**src/rtl/video_mode_pkg.sv**
```systemverilog
// Shared types and constants for the video mode sequencing path.
package video_mode_pkg;

  localparam int unsigned PCNT_W  = 9;
  localparam int unsigned CNT_W   = 4;
  localparam int unsigned W256_TH = 252;
  localparam int unsigned W320_TH = 300;

  typedef struct packed {
    logic [1:0] res_h;
    logic [1:0] res_v;
    logic       pal;
    logic       interlace;
  } vmode_t;

  typedef enum logic [1:0] {
    LOCKED  = 2'd0,
    PENDING = 2'd1,
    MUTE    = 2'd2
  } vmc_state_t;

  localparam vmode_t VMODE_RESET = '{res_h: 2'd2, res_v: 2'd2, pal: 1'b0, interlace: 1'b0};

endpackage

```
**src/rtl/line_width_meter.sv**
```systemverilog
// Counts enabled display pixels per line and keeps the widest line of the current frame.
module line_width_meter
  import video_mode_pkg::*;
(
  input  logic              clk,
  input  logic              reset,
  input  logic              ce_pix,
  input  logic              de,
  input  logic              hs_fall,
  input  logic              fev,
  output logic [PCNT_W-1:0] wmax
);

  localparam logic [PCNT_W-1:0] PCNT_MAX = '1;

  logic [PCNT_W-1:0] pcnt;
  logic [PCNT_W-1:0] fold_c;

  assign fold_c = (pcnt > wmax) ? pcnt : wmax;

  // A line folded on the frame-event cycle belongs to the new frame.
  always_ff @(posedge clk) begin
    if (reset) begin
      pcnt <= '0;
      wmax <= '0;
    end else begin
      if (hs_fall) begin
        pcnt <= '0;
      end else if (ce_pix && de && (pcnt != PCNT_MAX)) begin
        pcnt <= pcnt + PCNT_W'(1);
      end

      if (fev) begin
        wmax <= hs_fall ? pcnt : '0;
      end else if (hs_fall) begin
        wmax <= fold_c;
      end
    end
  end

endmodule

```
**src/rtl/video_mode_ctrl.sv**
```systemverilog
// Qualifies VDP mode changes over several frames, commits them and blanks output during the switch.
module video_mode_ctrl
  import video_mode_pkg::*;
#(
  parameter int unsigned STABLE_FRAMES = 3,
  parameter int unsigned MUTE_FRAMES   = 2
) (
  input  logic       clk,
  input  logic       reset,
  input  logic       ce_pix,
  input  logic       hs_in,
  input  logic       vs_in,
  input  logic       vdp_de_h,
  input  logic       vdp_m2,
  input  logic       vdp_m5,
  input  logic       vdp_intfield,
  input  logic       pal,
  output logic [1:0] res_h,
  output logic [1:0] res_v,
  output logic       pal_out,
  output logic       interlace,
  output logic       blank_force,
  output logic       mode_stb
);

  localparam logic [CNT_W-1:0] STABLE_N = CNT_W'(STABLE_FRAMES);
  localparam logic [CNT_W-1:0] MUTE_N   = CNT_W'(MUTE_FRAMES);

  logic              hs_d, vs_d, fev;
  logic              hs_fall_c, vs_fall_c;
  logic [PCNT_W-1:0] wmax;
  logic              int_prev, int_valid;

  vmc_state_t        state_q, state_d;
  vmode_t            cur_q, cur_d, cand_q, cand_d, cand_c, commit_src_c;
  logic [CNT_W-1:0]  stab_q, stab_d, mute_q, mute_d;
  logic              blank_q, blank_d, stb_q, stb_d, commit_c;

  assign hs_fall_c = hs_d & ~hs_in;
  assign vs_fall_c = vs_d & ~vs_in;

  // Sync edge detection, frame event and field history.
  always_ff @(posedge clk) begin
    if (reset) begin
      hs_d      <= 1'b1;
      vs_d      <= 1'b1;
      fev       <= 1'b0;
      int_prev  <= 1'b0;
      int_valid <= 1'b0;
    end else begin
      hs_d <= hs_in;
      vs_d <= vs_in;
      fev  <= vs_fall_c;
      if (fev) begin
        int_prev  <= vdp_intfield;
        int_valid <= 1'b1;
      end
    end
  end

  line_width_meter u_meter (
    .clk     (clk),
    .reset   (reset),
    .ce_pix  (ce_pix),
    .de      (vdp_de_h),
    .hs_fall (hs_fall_c),
    .fev     (fev),
    .wmax    (wmax)
  );

  // Mode candidate for the frame just closed; a frame with no pixels keeps the current width.
  always_comb begin
    cand_c = cur_q;
    if (wmax > PCNT_W'(W320_TH)) begin
      cand_c.res_h = 2'd2;
    end else if (wmax > PCNT_W'(W256_TH)) begin
      cand_c.res_h = 2'd1;
    end else if (wmax != '0) begin
      cand_c.res_h = 2'd0;
    end
    if (!vdp_m5) begin
      cand_c.res_v = 2'd0;
    end else if (!vdp_m2) begin
      cand_c.res_v = 2'd1;
    end else begin
      cand_c.res_v = 2'd2;
    end
    cand_c.pal       = pal;
    cand_c.interlace = int_valid & (vdp_intfield ^ int_prev);
  end

  always_ff @(posedge clk) begin
    if (reset) begin
      state_q <= LOCKED;
      cur_q   <= VMODE_RESET;
      cand_q  <= VMODE_RESET;
      stab_q  <= '0;
      mute_q  <= '0;
      blank_q <= 1'b0;
      stb_q   <= 1'b0;
    end else begin
      state_q <= state_d;
      cur_q   <= cur_d;
      cand_q  <= cand_d;
      stab_q  <= stab_d;
      mute_q  <= mute_d;
      blank_q <= blank_d;
      stb_q   <= stb_d;
    end
  end

  always_comb begin
    state_d      = state_q;
    cur_d        = cur_q;
    cand_d       = cand_q;
    stab_d       = stab_q;
    mute_d       = mute_q;
    blank_d      = blank_q;
    stb_d        = 1'b0;
    commit_c     = 1'b0;
    commit_src_c = cand_q;

    if (fev) begin
      case (state_q)
        LOCKED: begin
          if (cand_c != cur_q) begin
            if (STABLE_N == CNT_W'(1)) begin
              commit_c     = 1'b1;
              commit_src_c = cand_c;
            end else begin
              cand_d  = cand_c;
              stab_d  = CNT_W'(1);
              state_d = PENDING;
            end
          end
        end
        PENDING: begin
          if (cand_c == cur_q) begin
            stab_d  = '0;
            state_d = LOCKED;
          end else if (cand_c != cand_q) begin
            cand_d = cand_c;
            stab_d = CNT_W'(1);
          end else begin
            stab_d = stab_q + CNT_W'(1);
            if (stab_q + CNT_W'(1) == STABLE_N) begin
              commit_c = 1'b1;
            end
          end
        end
        MUTE: begin
          mute_d = mute_q + CNT_W'(1);
          if (mute_q + CNT_W'(1) == MUTE_N) begin
            blank_d = 1'b0;
            state_d = LOCKED;
          end
        end
        default: state_d = LOCKED;
      endcase
    end

    if (commit_c) begin
      cur_d   = commit_src_c;
      stb_d   = 1'b1;
      blank_d = 1'b1;
      mute_d  = '0;
      stab_d  = '0;
      state_d = MUTE;
    end
  end

  assign res_h       = cur_q.res_h;
  assign res_v       = cur_q.res_v;
  assign pal_out     = cur_q.pal;
  assign interlace   = cur_q.interlace;
  assign blank_force = blank_q;
  assign mode_stb    = stb_q;

endmodule

```
**config.mk**
```make
export PLATFORM = sky130hd
export DESIGN_NAME = video_mode_ctrl
export DESIGN_NICKNAME = d
export VERILOG_FILES = /design/src/rtl/video_mode_pkg.sv /design/src/rtl/line_width_meter.sv /design/src/rtl/video_mode_ctrl.sv
export SDC_FILE = /design/constraint.sdc
export NUM_CORES = 1
export LEC_CHECK = 0
export CAP_MARGIN = 5
export CORE_MARGIN = 4
export CORE_UTILIZATION = 47
export CTS_CLUSTER_DIAMETER = 80
export DETAILED_ROUTE_END_ITERATION = 16
export PLACE_DENSITY = 0.77
export SETUP_SLACK_MARGIN = 0.2
export SYNTH_ARGS = -nofsm -noshare
export SYNTH_HDL_FRONTEND = slang
export SYNTH_SLANG_ARGS = --single-unit
```
**constraint.sdc**
```tcl
create_clock -name clk -period 4.7 [get_ports clk]
set_input_delay 0.47 -clock clk [delete_from_list [all_inputs] [get_ports clk]]
set_output_delay 0.47 -clock clk [all_outputs]
set_load 0.05 [all_outputs]
```
==> flow_summary.ini <==
[critical_path]
cp_max_fo = 14
critPathKind = input port to register
crit_path_end_kind = register
arrival_ns = 3.39
worstPathRequired_ns = 4.89
crit_path_start_kind = input port

[pwr]
finalPower_uw = 758.8
ir_drop_mv = 0.1961
power_density_mw_per_mm2 = 257.2
leakagePower_nw = 1.141

[global_route]
grt_first_pass_wirelength_um = 9011
grt_pass1_vias = 2037
antenna_found_initial = 0
grt_overflow = 0
grt_max_degree = 24
grt_util_all_layers = 0.1700

[detailed_routing]
ant_nets = 0
drt_iter0_drc = 152
wl_per_cell_um = 13.31
avgViaCountPerCell = 5.482
first_pass_iters = 5
route.vias.total = 2149
drc = 0
wirelength_um = 5218

[synthesis]
syn_inst = 306
synth_fp_nets = 331
syn_area_mm2 = 0.002625
yosysWarnings = 0
ys_seq_area_frac = 0.3584
synth_edf_count = 0
synth.top_cell.area_share = 0.3584
synth.distinct_cells = 55
synthTopCellsByArea = dfxtp_1, mux2i_1, ha_1
postSynthAreaPerCell_um2 = 8.578
async_flop_share = 0
synth-seq-cells = 47
synth_area_leader_cell = dfxtp_1
synthFlopType = dfxtp_1

[layout]
layout-drive-gt1-share = 0.05280
layout_commonest_cell = dfxtp_1
diodes = 0
final_cell_mix = dfxtp_1, nor2_1, nand2_1
finalNonFillerCells = 392
num-nets-final = 347
area_growth_pct = 12.39

[floorplan]
start_util = 0.4981
die_area_mm2 = 0.006845
io_pins = 18
core_mm2 = 0.005270
rows = 26
die_h_um = 82.74
die_x_um = 82.74

[place]
place_congestion = 0.8450
dpl.cell_count = 385
post-dp-hpwl_um = 3785
io_buffers = 17

[clocking]
htreeDepth = 2
clock_latency_ns = 0.30
cts_resized = 0
cts_sinks = 47
cts_hold_buf = 0
cts_made_buffers = 5
clk_pin_slew_ns = 0.09
cts_tree = done
clockBufferDepth = 2
cts-root-buf = clkbuf_8
postCtsSetupBuffers = 0

[timing]
slew_headroom = 0.1912
rsz0062_at_grt = false
clock_skew_ns = 0.006546
fin_crit_sh = 0.6816
post-route-min-period_ns = 3.203
fin_setup_tns_ns = 0
fmax_ghz = 0.3122
finalMaxSlewViolations = 0
tightest_slew_ns = 1.213
hold_viol = 0
setup_viol = 0

[run]
drv_cap = 0

[outcome]
status = finished, final reports clean

[min_path]
hp-class = register to register
-- final cells by class --
| type | count | area (µm²) |
|---|---|---|
| clock buffers | 6 | 72.57 |
| clock inverters | 1 | 30.03 |
| fillers | 504 | 2320 |
| inverters | 18 | 67.56 |
| multi-input cells | 232 | 1574 |
| flip-flops and latches | 47 | 940.9 |
| well taps | 70 | 87.58 |
| repair buffers | 18 | 177.7 |
-- final timing paths --
path	startpoint	endpoint	slack, ns	cells past startpoint
max	vdp_m5	stab_q[2]	1.50	8
min	vs_d	fev	0.41	2
max reg2reg	u_meter.wmax[0]	stab_q[2]	1.77	7
min reg2reg	vs_d	fev	0.41	2
-- synthesized netlist by cell type (2+ instances only) --
cell type   n
or3_1       4
o211ai_1    3
nor3_1      6
nand4bb_1   2
a211o_1     3
nand2b_1    3
nand4_1     9
mux2i_1    20
nand3_1     7
a211oi_1    2
o21ai_0     7
xor2_1      9
inv_1      18
and3_1      3
a31oi_1     2
o31ai_1     3
nand4b_1    4
o21a_1      5
xnor2_1     6
buf_1       2
a21oi_1    10
nor3b_1     2
or2_2       2
and4b_1     2
nor2_1     38
nor2b_1     7
ha_1       15
dfxtp_1    47
nand2_1    35
clkbuf_1    5
-- routing by layer --
layer / up-vias / global-route usage / wire [µm]
met1: 986 / 0.2233 / 2609
met5: - / 0 / 0
li1: 1112 / - / -
met4: 0 / 0.08007 / 68
met3: 5 / 0.03905 / 219
met2: 46 / 0.2628 / 2319
-- critical path, stage by stage --
cell and delay (ns):
clkdlybuf4s50_1 0.57, nor4bb_1 0.30, o31ai_1 0.11, a21oi_1 0.29
nand4b_1 0.24, a2111oi_4 0.91, or2_1 0.37, o31ai_1 0.12
-- sequential cells by signal, indices dropped and copies added (netlist names), 2 cells and up --
signal / count
mute_q: 4
u_meter.wmax: 9
res_v: 2
u_meter.pcnt: 9
state_q: 2
stab_q: 4
cand_q: 6
res_h: 2
-- per-stage QoR --
stage               utilization  area (µm²)  setup WS, ns  hold WS [ns]
finish                   0.5598        2950         1.497        0.4147
global route             0.5598        2950         1.247        0.4484
CTS                      0.5598        2950         1.514        0.4171
detailed placement       0.5404        2848         1.181        0.4040
global placement         0.5404        2848         1.296        0.3968
floorplan                     -        2625         2.212        0.3924
-- power breakdown --
group,leakage [nW],switching [mW],internal [mW],total [mW]
registers,0.381,0.00804,0.404,0.412
clock network,0.0513,0.131,0.156,0.287
logic,0.709,0.0329,0.0272,0.0600
-- cell families after synthesis --
logic type               count (synthesis)  synth area share
AND/OR/NAND/NOR                        133            0.2612
AO/OA/AOI/OAI                           49            0.1406
flip-flops                              47            0.3584
buffers and inverters                   27           0.04194
multiplexers                            20           0.07626
XOR/XNOR                                15           0.05005
adder cells (fa/ha/maj)                 15           0.07150
Note: power is estimated with default switching activity, not from simulation.
